$ cat config.mk
export PLATFORM = sky130hd
export DESIGN_NAME = instr_prefetch_master_flat
export DESIGN_NICKNAME = d
export VERILOG_FILES = /design/src/rtl/mem_bus_pkg.sv /design/src/rtl/instr_prefetch_master_if.sv /design/src/rtl/prefetch_fifo.sv /design/src/rtl/instr_prefetch_master.sv /design/src/flat_wrapper.sv
export SDC_FILE = /design/constraint.sdc
export NUM_CORES = 1
export LEC_CHECK = 0
export BUFFER_PORTS_ARGS = -buffer_cell sky130_fd_sc_hd__buf_2
export CAP_MARGIN = 20
export CORE_AREA = 2 2 125 127
export CTS_CLUSTER_SIZE = 30
export DETAILED_ROUTE_END_ITERATION = 6
export DIE_AREA = 0 0 127 129
export GPL_TIMING_DRIVEN = 0
export PLACE_DENSITY = 0.77
export SLEW_MARGIN = 15
export SYNTH_ARGS = -nofsm -noshare
export SYNTH_HDL_FRONTEND = slang
export SYNTH_SLANG_ARGS = --single-unit
$ cat constraint.sdc
create_clock -name clk -period 3.85 [get_ports clk]
set_input_delay 0.5775 -clock clk [delete_from_list [all_inputs] [get_ports clk]]
set_output_delay 0.5775 -clock clk [all_outputs]
set_load 0.01 [all_outputs]
$ cat src/rtl/mem_bus_pkg.sv
// ----------------------------------------------------------------------------
// mem_bus_pkg
//   Shared types and constants for the instruction prefetch master and its
//   FIFO: the fetch FSM state encoding, the FIFO entry layout and the bus
//   word size.
// ----------------------------------------------------------------------------
package mem_bus_pkg;

    localparam int WORD_BYTES = 4;
    localparam int MEM_ADDR_W = 9;

    typedef enum logic [1:0] {
        IDLE,
        REQ,
        DRAIN,
        ERR
    } fetch_state_t;

    typedef struct packed {
        logic [MEM_ADDR_W-1:0] addr;
        logic [31:0]           data;
    } fetch_entry_t;

endpackage

$ cat src/rtl/instr_prefetch_master_if.sv
// ----------------------------------------------------------------------------
// instr_prefetch_master_if
//   Single-outstanding memory bus between the prefetch master and the
//   instruction memory responder.
//   mem_valid  master->slave  request valid, held until mem_ready
//   mem_ready  slave->master  completion strobe, mem_rdata valid this cycle
//   mem_wstrb  master->slave  byte write strobes
//   mem_addr   master->slave  word-aligned byte address
//   mem_wdata  master->slave  write data
//   mem_rdata  slave->master  read data
// ----------------------------------------------------------------------------
interface instr_prefetch_master_if
    import mem_bus_pkg::*;
#(
    parameter int ADDR_W = MEM_ADDR_W
) ();

    logic              mem_valid;
    logic              mem_ready;
    logic [3:0]        mem_wstrb;
    logic [ADDR_W-1:0] mem_addr;
    logic [31:0]       mem_wdata;
    logic [31:0]       mem_rdata;

    modport master (
        output mem_valid,
        output mem_wstrb,
        output mem_addr,
        output mem_wdata,
        input  mem_ready,
        input  mem_rdata
    );

    modport slave (
        input  mem_valid,
        input  mem_wstrb,
        input  mem_addr,
        input  mem_wdata,
        output mem_ready,
        output mem_rdata
    );

endinterface

$ cat src/rtl/prefetch_fifo.sv
// ----------------------------------------------------------------------------
// prefetch_fifo
//   Synchronous FIFO of fetched {addr, data} entries.
//   clk, resetn   clock, synchronous active-low reset
//   push          write push_entry (ignored when full or flushing)
//   push_entry    entry to write
//   pop           drop head (ignored when empty or flushing)
//   flush         empty the FIFO; wins over push and pop
//   head          entry at the read pointer
//   full, empty   occupancy flags
//   count         number of stored entries
// ----------------------------------------------------------------------------
module prefetch_fifo
    import mem_bus_pkg::*;
#(
    parameter int DEPTH = 4
) (
    input  logic                       clk,
    input  logic                       resetn,
    input  logic                       push,
    input  fetch_entry_t               push_entry,
    input  logic                       pop,
    input  logic                       flush,
    output fetch_entry_t               head,
    output logic                       full,
    output logic                       empty,
    output logic [$clog2(DEPTH):0]     count
);

    localparam int IDX_W = $clog2(DEPTH);
    localparam int PTR_W = IDX_W + 1;

    // Storage carries data only; it is never reset.
    fetch_entry_t entry_mem [DEPTH];

    logic [PTR_W-1:0] wr_ptr_q, wr_ptr_d;
    logic [PTR_W-1:0] rd_ptr_q, rd_ptr_d;
    logic             do_push;
    logic             do_pop;

    // Extra pointer bit distinguishes full from empty when indices match.
    assign count   = wr_ptr_q - rd_ptr_q;
    assign full    = (count == PTR_W'(DEPTH));
    assign empty   = (wr_ptr_q == rd_ptr_q);
    assign head    = entry_mem[rd_ptr_q[IDX_W-1:0]];

    assign do_push = push & ~full  & ~flush;
    assign do_pop  = pop  & ~empty & ~flush;

    always_comb begin
        wr_ptr_d = wr_ptr_q;
        rd_ptr_d = rd_ptr_q;
        if (flush) begin
            wr_ptr_d = '0;
            rd_ptr_d = '0;
        end else begin
            if (do_push) wr_ptr_d = wr_ptr_q + PTR_W'(1);
            if (do_pop)  rd_ptr_d = rd_ptr_q + PTR_W'(1);
        end
    end

    always_ff @(posedge clk) begin
        if (!resetn) begin
            wr_ptr_q <= '0;
            rd_ptr_q <= '0;
        end else begin
            wr_ptr_q <= wr_ptr_d;
            rd_ptr_q <= rd_ptr_d;
        end
    end

    always_ff @(posedge clk) begin
        if (do_push) entry_mem[wr_ptr_q[IDX_W-1:0]] <= push_entry;
    end

endmodule

$ cat src/rtl/instr_prefetch_master.sv
// ----------------------------------------------------------------------------
// instr_prefetch_master
//   Fetches sequential instruction words over a single-outstanding memory
//   bus into a small FIFO and presents them to the core as a valid/ready
//   stream. Supports PC redirect (with flush) and a fetch timeout.
//   clk, resetn      clock, synchronous active-low reset
//   mem              memory bus, master side
//   redirect_valid   single-cycle pulse: load redirect_addr and flush
//   redirect_addr    new PC, low two bits ignored
//   instr_valid      FIFO head valid
//   instr_ready      core accepts head
//   instr_data       head instruction word
//   instr_addr       head instruction address
//   fetch_err        sticky timeout flag, cleared by redirect or reset
// ----------------------------------------------------------------------------
module instr_prefetch_master
    import mem_bus_pkg::*;
#(
    parameter int ADDR_W   = MEM_ADDR_W,
    parameter int DEPTH    = 4,
    parameter int RESET_PC = 0,
    parameter int TIMEOUT  = 64
) (
    input  logic                    clk,
    input  logic                    resetn,
    instr_prefetch_master_if.master mem,
    input  logic                    redirect_valid,
    input  logic [ADDR_W-1:0]       redirect_addr,
    output logic                    instr_valid,
    input  logic                    instr_ready,
    output logic [31:0]             instr_data,
    output logic [ADDR_W-1:0]       instr_addr,
    output logic                    fetch_err
);

    localparam int CNT_W = $clog2(DEPTH) + 1;
    localparam int TMO_W = $clog2(TIMEOUT + 1);
    localparam logic [ADDR_W-1:0] STEP  = ADDR_W'(WORD_BYTES);
    localparam logic [ADDR_W-1:0] ALIGN = ~ADDR_W'(WORD_BYTES - 1);

    fetch_state_t      state_q, state_d;
    logic              mem_valid_q, mem_valid_d;
    logic [ADDR_W-1:0] mem_addr_q, mem_addr_d;
    logic [ADDR_W-1:0] fetch_pc_q, fetch_pc_d;
    logic [TMO_W-1:0]  tmo_cnt_q, tmo_cnt_d;
    logic              fetch_err_q, fetch_err_d;

    logic              push;
    logic              pop;
    logic              fifo_full;
    logic              fifo_empty;
    logic [CNT_W-1:0]  fifo_count;
    fetch_entry_t      push_entry;
    fetch_entry_t      head_entry;

    logic              handshake;
    logic              stalled;
    logic              timeout_hit;
    logic              room_after_push;
    logic [ADDR_W-1:0] redirect_pc;
    logic [ADDR_W-1:0] next_pc;

    assign mem.mem_valid = mem_valid_q;
    assign mem.mem_addr  = mem_addr_q;
    assign mem.mem_wstrb = 4'b0000;
    assign mem.mem_wdata = 32'd0;

    assign instr_valid = ~fifo_empty;
    assign instr_data  = head_entry.data;
    assign instr_addr  = head_entry.addr;
    assign fetch_err   = fetch_err_q;

    // A redirect flushes the FIFO, so a pop in that cycle must not count.
    assign pop         = instr_valid & instr_ready & ~redirect_valid;
    assign handshake   = mem_valid_q & mem.mem_ready;
    assign stalled     = mem_valid_q & ~mem.mem_ready;
    // Fires on the TIMEOUT-th stalled cycle, so mem_valid is high exactly
    // TIMEOUT cycles before it is withdrawn.
    assign timeout_hit = stalled & (tmo_cnt_q == TMO_W'(TIMEOUT - 1));
    assign redirect_pc = redirect_addr & ALIGN;
    assign next_pc     = fetch_pc_q + STEP;

    // A push only happens with count < DEPTH (no request is issued while
    // full), so after the push there is room unless count was DEPTH-1 and
    // nothing leaves this cycle.
    assign room_after_push = pop | (fifo_count != CNT_W'(DEPTH - 1));

    assign push_entry = '{addr: fetch_pc_q, data: mem.mem_rdata};

    always_comb begin
        state_d     = state_q;
        mem_valid_d = mem_valid_q;
        mem_addr_d  = mem_addr_q;
        fetch_pc_d  = fetch_pc_q;
        tmo_cnt_d   = stalled ? tmo_cnt_q + TMO_W'(1) : tmo_cnt_q;
        fetch_err_d = fetch_err_q;
        push        = 1'b0;

        if (redirect_valid) begin
            fetch_pc_d  = redirect_pc;
            fetch_err_d = 1'b0;
            if (stalled && !timeout_hit) begin
                // Live request must complete; its data is thrown away.
                state_d = DRAIN;
            end else if (handshake) begin
                state_d     = REQ;
                mem_valid_d = 1'b1;
                mem_addr_d  = redirect_pc;
                tmo_cnt_d   = '0;
            end else begin
                state_d     = IDLE;
                mem_valid_d = 1'b0;
                tmo_cnt_d   = '0;
            end
        end else begin
            case (state_q)
                IDLE: begin
                    if (!fifo_full) begin
                        state_d     = REQ;
                        mem_valid_d = 1'b1;
                        mem_addr_d  = fetch_pc_q;
                        tmo_cnt_d   = '0;
                    end
                end
                REQ: begin
                    if (handshake) begin
                        push       = 1'b1;
                        fetch_pc_d = next_pc;
                        tmo_cnt_d  = '0;
                        if (room_after_push) begin
                            mem_addr_d = next_pc;
                        end else begin
                            state_d     = IDLE;
                            mem_valid_d = 1'b0;
                        end
                    end else if (timeout_hit) begin
                        state_d     = ERR;
                        mem_valid_d = 1'b0;
                        fetch_err_d = 1'b1;
                        tmo_cnt_d   = '0;
                    end
                end
                DRAIN: begin
                    if (handshake) begin
                        // FIFO was flushed at the redirect and nothing was
                        // pushed since, so the new request always has room.
                        state_d    = REQ;
                        mem_addr_d = fetch_pc_q;
                        tmo_cnt_d  = '0;
                    end else if (timeout_hit) begin
                        state_d     = IDLE;
                        mem_valid_d = 1'b0;
                        tmo_cnt_d   = '0;
                    end
                end
                ERR: begin
                    mem_valid_d = 1'b0;
                end
                default: begin
                    state_d     = IDLE;
                    mem_valid_d = 1'b0;
                end
            endcase
        end
    end

    always_ff @(posedge clk) begin
        if (!resetn) begin
            state_q     <= IDLE;
            mem_valid_q <= 1'b0;
            mem_addr_q  <= ADDR_W'(RESET_PC);
            fetch_pc_q  <= ADDR_W'(RESET_PC);
            tmo_cnt_q   <= '0;
            fetch_err_q <= 1'b0;
        end else begin
            state_q     <= state_d;
            mem_valid_q <= mem_valid_d;
            mem_addr_q  <= mem_addr_d;
            fetch_pc_q  <= fetch_pc_d;
            tmo_cnt_q   <= tmo_cnt_d;
            fetch_err_q <= fetch_err_d;
        end
    end

    prefetch_fifo #(
        .DEPTH (DEPTH)
    ) u_fifo (
        .clk        (clk),
        .resetn     (resetn),
        .push       (push),
        .push_entry (push_entry),
        .pop        (pop),
        .flush      (redirect_valid),
        .head       (head_entry),
        .full       (fifo_full),
        .empty      (fifo_empty),
        .count      (fifo_count)
    );

endmodule

$ cat src/flat_wrapper.sv
// flat-port wrapper written by rule: the top's interface ports become plain ports
module instr_prefetch_master_flat import mem_bus_pkg::*;
#(
    parameter int ADDR_W   = MEM_ADDR_W,
    parameter int DEPTH    = 4,
    parameter int RESET_PC = 0,
    parameter int TIMEOUT  = 64
)
  (clk, resetn, redirect_valid, redirect_addr, instr_valid, instr_ready, instr_data, instr_addr, fetch_err, mem_mem_valid, mem_mem_wstrb, mem_mem_addr, mem_mem_wdata, mem_mem_ready, mem_mem_rdata);
  instr_prefetch_master_if #(.ADDR_W(ADDR_W)) mem_i ();
  input  logic clk;
  input  logic resetn;
  input  logic redirect_valid;
  input  logic [ADDR_W-1:0] redirect_addr;
  output logic instr_valid;
  input  logic instr_ready;
  output logic [31:0] instr_data;
  output logic [ADDR_W-1:0] instr_addr;
  output logic fetch_err;
  output wire logic [$bits(mem_i.mem_valid)-1:0] mem_mem_valid;
  output wire logic [$bits(mem_i.mem_wstrb)-1:0] mem_mem_wstrb;
  output wire logic [$bits(mem_i.mem_addr)-1:0] mem_mem_addr;
  output wire logic [$bits(mem_i.mem_wdata)-1:0] mem_mem_wdata;
  input wire logic [$bits(mem_i.mem_ready)-1:0] mem_mem_ready;
  input wire logic [$bits(mem_i.mem_rdata)-1:0] mem_mem_rdata;
  assign mem_mem_valid = mem_i.mem_valid;
  assign mem_mem_wstrb = mem_i.mem_wstrb;
  assign mem_mem_addr = mem_i.mem_addr;
  assign mem_mem_wdata = mem_i.mem_wdata;
  assign mem_i.mem_ready = mem_mem_ready;
  assign mem_i.mem_rdata = mem_mem_rdata;
  instr_prefetch_master #(.ADDR_W(ADDR_W), .DEPTH(DEPTH), .RESET_PC(RESET_PC), .TIMEOUT(TIMEOUT)) u_core (.clk(clk), .resetn(resetn), .mem(mem_i), .redirect_valid(redirect_valid), .redirect_addr(redirect_addr), .instr_valid(instr_valid), .instr_ready(instr_ready), .instr_data(instr_data), .instr_addr(instr_addr), .fetch_err(fetch_err));
endmodule
Word-level counts from Yosys, hierarchy flattened
Memories as Yosys holds them, arrays and structs flattened. A register that Yosys moved wholly into a read port is not among the register bits.
Index checks and enable logic that the tools add are counted.
- $add $sub $neg: 5
- equal/unequal tests: 17
- multiplexer cells: 43
- bitwise operators: 16
- reduce and logical (&&, ||, !) cells: 14
- operators with widths (kind ; count):
    $mux 9 ; 10
    $mux 7 ; 6
    $pmux 9 s3 ; 1
    $mux 2 ; 10
    $pmux 7 s2 ; 1
    $mux 1 ; 13
    $add 9x3->9 const B ; 1
    $and 1x1->1 ; 9
    $ne 4x2->1 const B ; 2
    $add 7x1->7 const B ; 1
    $eq 7x6->1 const B ; 1
    $reduce_and 7->1 ; 1
    $add 3x1->3 const B ; 2
    $ne 2x1->1 const B ; 3
    $ne 3x2->1 const B ; 2
    $ne 3x3->1 const B ; 2
    $not 1->1 ; 6
    $pmux 2 s3 ; 1
    $reduce_and 5->1 ; 1
    $eq 2x2->1 const B ; 2
    $ne 4x4->1 const B ; 1
    $pmux 1 s4 ; 1
    $reduce_and 2->1 ; 2
    $reduce_and 4->1 ; 1
    other kinds (13) ; 15
- flip-flop bits (word level): 35
- RAM bits: 164
- bits of input ports: 46
- output and inout bits: 89
- word-level logic and storage cells: 105
- memories kept: 1
- memory list (name ; words ; bits a word ; rd ports ; clocked after memory_dff ; write ports ; line ; source):
    u_core.u_fifo.entry_mem ; 4 ; 41 ; 1 ; 1 ; 1 ; prefetch_fifo.sv:34 ; fetch_entry_t entry_mem [DEPTH];

Longest topological paths before layout
Gate-level depths: netlist of the first run.
- depth after elaboration: 9
- depth in mapped cells: 9
- gate-level depth less buffers: 8

By module
A second synthesis of the first run with hierarchy kept.
- cells, all modules: 492
- area, all modules: 8216.6 um2
- modules (own cells, without submodules) (module ; instances ; cells an instance ; area each (um2) ; sequential area each (um2)):
    prefetch_fifo ; 1 ; 267 ; 6376.1 ; 5084.9
    instr_prefetch_master ; 1 ; 225 ; 1840.5 ; 500.5

Worst setup path before layout of the first run
Ideal clock, no wire load.
- path type: reg-to-reg
- start point: register u_core.u_fifo.wr_ptr_q[0]
- end point: memory u_core.u_fifo.entry_mem[3][0] in the netlist's numbering, enable pin
- setup time: 0.401 ns
- arrival: 2.554 ns
- data required time: 3.449 ns
- path slack: 0.895 ns
- stages on the path, launching flop included: 9
- buffers on the path: 1
- period minus slack after synthesis: 2.955 ns
- cell sequence: dfxtp_1 -> inv_1 -> ha_1 -> inv_1 -> fa_1 -> xor3_2 -> o21ba_2 -> buf_2 -> and2_1
- word-level cells in the longest chain between the ends: 7
- ends and longest elaborated chain (element ; line ; source):
    from (decl) ; prefetch_fifo.sv:36 ; logic [PTR_W-1:0] wr_ptr_q, wr_ptr_d;
    from (signal assigned) ; prefetch_fifo.sv:67 ; wr_ptr_q <= wr_ptr_d;
    $sub 3x3->3 ; prefetch_fifo.sv:42 ; assign count = wr_ptr_q - rd_ptr_q;
    $eq 3x3->1 ; prefetch_fifo.sv:43 ; assign full = (count == PTR_W'(DEPTH));
    $not 1->1 ; prefetch_fifo.sv:47 ; assign do_push = push & ~full & ~flush;
    $and 1x1->1 (2 in a row) ; prefetch_fifo.sv:47 ;
    $mux 1 ; prefetch_fifo.sv:73 ; if (do_push) entry_mem[wr_ptr_q[IDX_W-1:0]] <= push_entry;
    $mux 1 (implied by the code) ; prefetch_fifo.sv:73 ;
    to (decl) ; prefetch_fifo.sv:34 ;
Several ways; a longest one is shown, not always the timed one.

==> results.ini, run 1 <==
[run_status]
status=finished clean

[floorplan]
rows=45
die_w_um=127
start_util_pct=53.3
dieArea_mm2=0.0164
die_y_um=129
ioPinCount=135
coreArea_mm2=0.0150

[cts]
cts.sinks=189
post_cts_buffers=0
h-tree-depth=4
numCtsBuffers=17
cts_tree=yes
cts_root_buffer=clkbuf_16
clk_latency_ns=0.42
ctsHoldBuffers=0
clk_path_buf_depth=2
post_cts_resized=0
clk_pin_slew_worst_paths_ns=0.07

[power]
p_leak_uw=0.00351
p_total_uw=4160
vdd.ir_drop.worst_mv=0.274
power_density_mw_per_mm2=440

[timing]
timing.fmax_ghz=0.335
setup_ws_ns=0.868
setup_viol=0
slew_headroom_pct=58.6
period_share_pct=77.4
worst_pin_slew_ns=0.621
hold_viol_final=0
period_needed_ns=2.98
fin_skew_ns=0.0115
drv_slew=0
fin_setup_tns_ns=0
rsz0062_at_grt=no

[placement]
dp_hpwl_um=9850
place_ws_ns=1.06
placement.io_buffers=91
place_area_mm2=0.00890
gp_congestion=0.857

[synthesis]
async_flop_share_pct=0
synth-seq-area-share_pct=67.0
syn_inst=485
ys_ff_latch=189
synth_ff_type=edfxtp_1
syn_avg_cell_area_um2=16.4
synth_enable_flop_cells=156
ys_warn_count=0
synth_cell_types=51
synth_area_mm2=0.00798

[min_path]
hold_path.class=in -> reg

[global_routing]
grt_pass1_vias=4559
grt_max_degree=29
grt_pass1_wl_um=23300
grt_antenna_before_repair=0
overflow=0
grt_util_all_layers_pct=18.5

[detailed_routing]
first_iter_violations=300
post-route-drc-count=0
ant_nets=0
vias=4481
drt-total-wl_um=14500
wire_per_inst_um=17.3
viasPerCell=5.35
first_pass_iters=5

[layout]
drive_above_1_share_pct=34.6
final_cell_mix=156 x edfxtp_1, 101 x buf_2, 40 x buf_4, 40 x conb_1, 39 x mux4_2
final_area_mm2=0.00944
syn_to_final_growth_pct=18.4
fillers=1099
diodes=0
fin_nets=698
layout_commonest_cell=edfxtp_1

[setup_path]
cp-start-kind=flip-flop
cp-end-kind=output port
required_ns=3.27
crit_fanout=10
critical_path_arrival_ns=2.40
path_class=reg -> out

[run]
max-cap-violations=0

path summary, 6_finish.rpt:
path	start	endpoint	slack, ns	depth (start not counted)
hold reg to reg	u_core.mem.mem_addr[3]	u_core.mem.mem_addr[3]	0.47	2
hold / removal	mem_mem_rdata[9]	u_core.u_fifo.entry_mem[1][9]	0.37	1
setup reg to reg	u_core.u_fifo.wr_ptr_q[0]	u_core.u_fifo.entry_mem[3][17]	1.07	9
setup / recovery	flip-flop	instr_addr[4]	0.87	4
final cells by class:
class                   instances  area, um2  share of cell area [%]
clock buffers                  17        425                    4.50
clock inverters                14        119                    1.26
plain buffers                  61        392                    4.15
inverters                       8       30.0                   0.318
repair buffers                 95        536                    5.67
multi-input cells             266       2360                    25.0
well taps                     188        235                    2.49
flip-flops and latches        189       5350                    56.6
metrics by stage:
stage               instances  util [%]  hold WS (ns)
global placement          803      58.9         0.445
floorplan                 524         -         0.472
global route              838      63.1         0.351
detailed placement        807      59.4         0.462
CTS                       838      63.1         0.351
finish                    838      63.1         0.371
synthesized netlist by cell type, drive strengths merged, types with 8 or more instances:
master  instances  area share (%)
inv             8            0.38
a21oi          14            0.88
edfxtp        156              59
o21ai           8            0.50
nor2           19            0.89
mux2i          14             1.8
dfxtp          33             8.3
nand2          25             1.2
buf            51             4.4
nand3          13            0.82
ha             13             2.0
mux4           39              11
clkbuf         10            0.47
xor2           11             1.2
cells by family after synthesis:
group | synth area share (%)
flip-flops | 67.0
AND/OR/NAND/NOR | 5.63
buffers and inverters | 5.29
multiplexers | 12.8
AO/OA/AOI/OAI | 4.80
XOR/XNOR | 2.18
adder cells (fa/ha/maj) | 2.29
other | 0.0470
state kept, by name, summed over array words and instances (netlist names), named ones only:
name                     flops
u_core.u_fifo.entry_mem    156
u_core.fetch_pc_q            7
u_core.mem.mem_addr          7
u_core.tmo_cnt_q             7
u_core.u_fifo.rd_ptr_q       3
u_core.u_fifo.wr_ptr_q       3
u_core.state_q               2
u_core.fetch_err             1
u_core.mem.mem_valid         1
per-layer routing:
| metal | share of wire (%) | vias up | GRT usage [%] |
|---|---|---|---|
| met5 | 0 | - | 0 |
| met1 | 42 | 2208 | 23.0 |
| met4 | 0.89 | 0 | 5.30 |
| met3 | 5.3 | 18 | 4.82 |
| li1 | - | 2100 | - |
| met2 | 52 | 155 | 32.5 |
critical path, cell delays in order, from the launching register on:
cell,delay [ns]
dfxtp_1,0.35
clkbuf_1,0.48
clkbuf_1,0.55
mux4_2,0.43
buf_2,0.16
power by group:
| part | internal [uW] | switching, uW |
|---|---|---|
| Clock | 889 | 728 |
| Sequential | 2240 | 25.8 |
| Combinational | 124 | 155 |
| Total | 3250 | 909 |
Note: power is estimated with default switching activity, not from simulation.
==> inputs of run 2 (changes only) <==
--- a/config.mk
+++ b/config.mk
@@ -7,12 +7,12 @@
 export LEC_CHECK = 0
 export BUFFER_PORTS_ARGS = -buffer_cell sky130_fd_sc_hd__buf_2
 export CAP_MARGIN = 20
-export CORE_AREA = 2 2 125 127
+export CORE_AREA = 2 2 129 131
 export CTS_CLUSTER_SIZE = 30
 export DETAILED_ROUTE_END_ITERATION = 6
-export DIE_AREA = 0 0 127 129
+export DIE_AREA = 0 0 131 133
 export GPL_TIMING_DRIVEN = 0
-export PLACE_DENSITY = 0.77
+export PLACE_DENSITY = 0.76
 export SLEW_MARGIN = 15
 export SYNTH_ARGS = -nofsm -noshare
 export SYNTH_HDL_FRONTEND = slang
==> constraint.sdc (replaced) <==
create_clock -name clk -period 2.6 [get_ports clk]
set_input_delay 0.39 -clock clk [delete_from_list [all_inputs] [get_ports clk]]
set_output_delay 0.39 -clock clk [all_outputs]
set_load 0.01 [all_outputs]
==> run 2 against run 1 <==
Sequential share of layout area up 0.24 points. First-iteration DRC count up 28%. Critical path type is now reg -> reg. Final cell count up 3.5%. Setup slack worse by 0.86 ns. Worst hold slack worse by 0.19 ns. Global-route usage down 1.6 points. Sequential power up 48%. Utilization down 4.9 points. Largest cell class unchanged. Critical endpoint is now u_core.u_fifo.entry_mem[3][7]. Via count down 0.29%. Total power up 45%.
==> results.ini, run 2 (synthesis gave the netlist of run 1 again) <==
[floorplan]
dieArea_mm2=0.0174
die_w_um=131
coreArea_mm2=0.0162
rows=47
ioPinCount=135
start_util_pct=49.3
die_y_um=133

[detailed_routing]
met1_length_um=6210
viasPerCell=5.15
drt-total-wl_um=14500
wire_per_inst_um=16.7
wl_met3_um=835
first_pass_iters=5
topRoutingLayerUsed=met4
first_iter_violations=384
post-route-drc-count=0
vias=4468
wl_met2_um=7380
ant_nets=0

[layout]
postLayoutCoreUtil_pct=58.2
largest_reg_flops=156
layout_commonest_cell=edfxtp_1
drive_above_1_share_pct=34.9
syn_to_final_growth_pct=17.9
fin_nets=694
final_cell_mix=156 x edfxtp_1, 98 x buf_2, 42 x buf_4
fillers=1273
diodes=0

[timing]
period_needed_ns=2.59
fin_skew_ns=0.0172
period_share_pct=99.7
slew_headroom_pct=56.9
hold_viol_final=0
drv_slew=0
timing.fmax_ghz=0.386
rsz0062_at_grt=yes
worst_pin_slew_ns=0.647
setup_ws_ns=0.00808
setup_viol=0

[min_path]
hold_path.class=in -> reg

[run]
max-cap-violations=0

[power]
power_density_mw_per_mm2=643
p_leak_uw=0.00348
vdd.ir_drop.worst_mv=0.471

[global_routing]
overflow=0
grt_pass1_wl_um=22400
grt_antenna_before_repair=0
grt_max_degree=41
grt_util_all_layers_pct=16.9
grt_pass1_vias=4443

[cts]
post_cts_buffers=0
cts_root_buffer=clkbuf_16
cts.sinks=189
ctsHoldBuffers=0
clk_path_buf_depth=2
h-tree-depth=4
numCtsBuffers=17
clk_latency_ns=0.42
clk_pin_slew_worst_paths_ns=0.07
cts_tree=yes

[setup_path]
critical_path_arrival_ns=2.64
cp-start-kind=flip-flop
path_delay_family=adder cells
path_class=reg -> reg
path_buf_inv=3
cp-end-kind=flip-flop
cpPeakStageDelay_ns=0.56
crit_fanout=40
cp_slowest_cell=and2_4
required_ns=2.64
cp_cell_sequence=inv_2 -> ha_1 -> inv_1 -> fa_1 -> xor3_2 -> o21ba_2 -> buf_6 -> and2_4

[placement]
gp_congestion=0.854
dp_hpwl_um=9490
place_ws_ns=-0.477
placement.io_buffers=91

[run_status]
status=finished clean

run 2: cell count changes in the layout (fill, tap and decap cells not counted), sizes merged:
cell      delta
buf          -4
inv          -2
clkinvlp     +1
bufinv       -1
clkbuf       +1
clkinv       +2
run 2: path summary, 6_finish.rpt:
path	start	to	slack, ns	cells after the start
worst min-delay path	mem_mem_rdata[13]	u_core.u_fifo.entry_mem[2][13]	0.18	1
worst min register to register	u_core.mem.mem_addr[7]	u_core.mem.mem_addr[7]	0.46	2
worst max-delay path	u_core.u_fifo.wr_ptr_q[0]	u_core.u_fifo.entry_mem[3][7]	0.008	8
worst max register to register	u_core.u_fifo.wr_ptr_q[0]	u_core.u_fifo.entry_mem[3][7]	0.008	8
run 2: cell type report:
cell class              instances  area (um2)  area share (%)
well taps                     220         275            2.93
clock inverters                14        97.6            1.04
plain buffers                  61         405            4.31
repair buffers                 91         455            4.84
multi-input cells             266        2370            25.2
flip-flops and latches        189        5350            56.8
clock buffers                  18         429            4.56
inverters                       8        30.0           0.319
run 2: metrics by stage:
step,instance area [um2],cells,setup TNS [ns],power (uW),hold WS [ns]
CTS,9410,867,0,6090,0.160
finish,9410,867,0,6050,0.183
floorplan,8130,524,0,3690,0.472
global route,9410,867,-15.16,6260,0.167
global placement,8860,835,-61.85,3810,0.445
detailed placement,8860,835,-72.62,3820,0.454
run 2: layer usage:
metal  track usage [%]  vias to the layer above
li1                  -                     2086
met1              21.8                     2231
met2              28.6                      143
met3              4.25                        8
met4              4.37                        0
met5                 0                        -
run 2: power by group:
part	switching, uW	total (uW)	leakage [uW]	internal (uW)
clock	1060	2280	0.000258	1220
sequential	36.5	3350	0.00168	3310
combinational	233	416	0.00154	183
run 2: what timing repair did:
action,CTS,global route
pin swaps,3,1
cloned,0,0
setup endpoints to repair,167,157
resized for setup,12,0
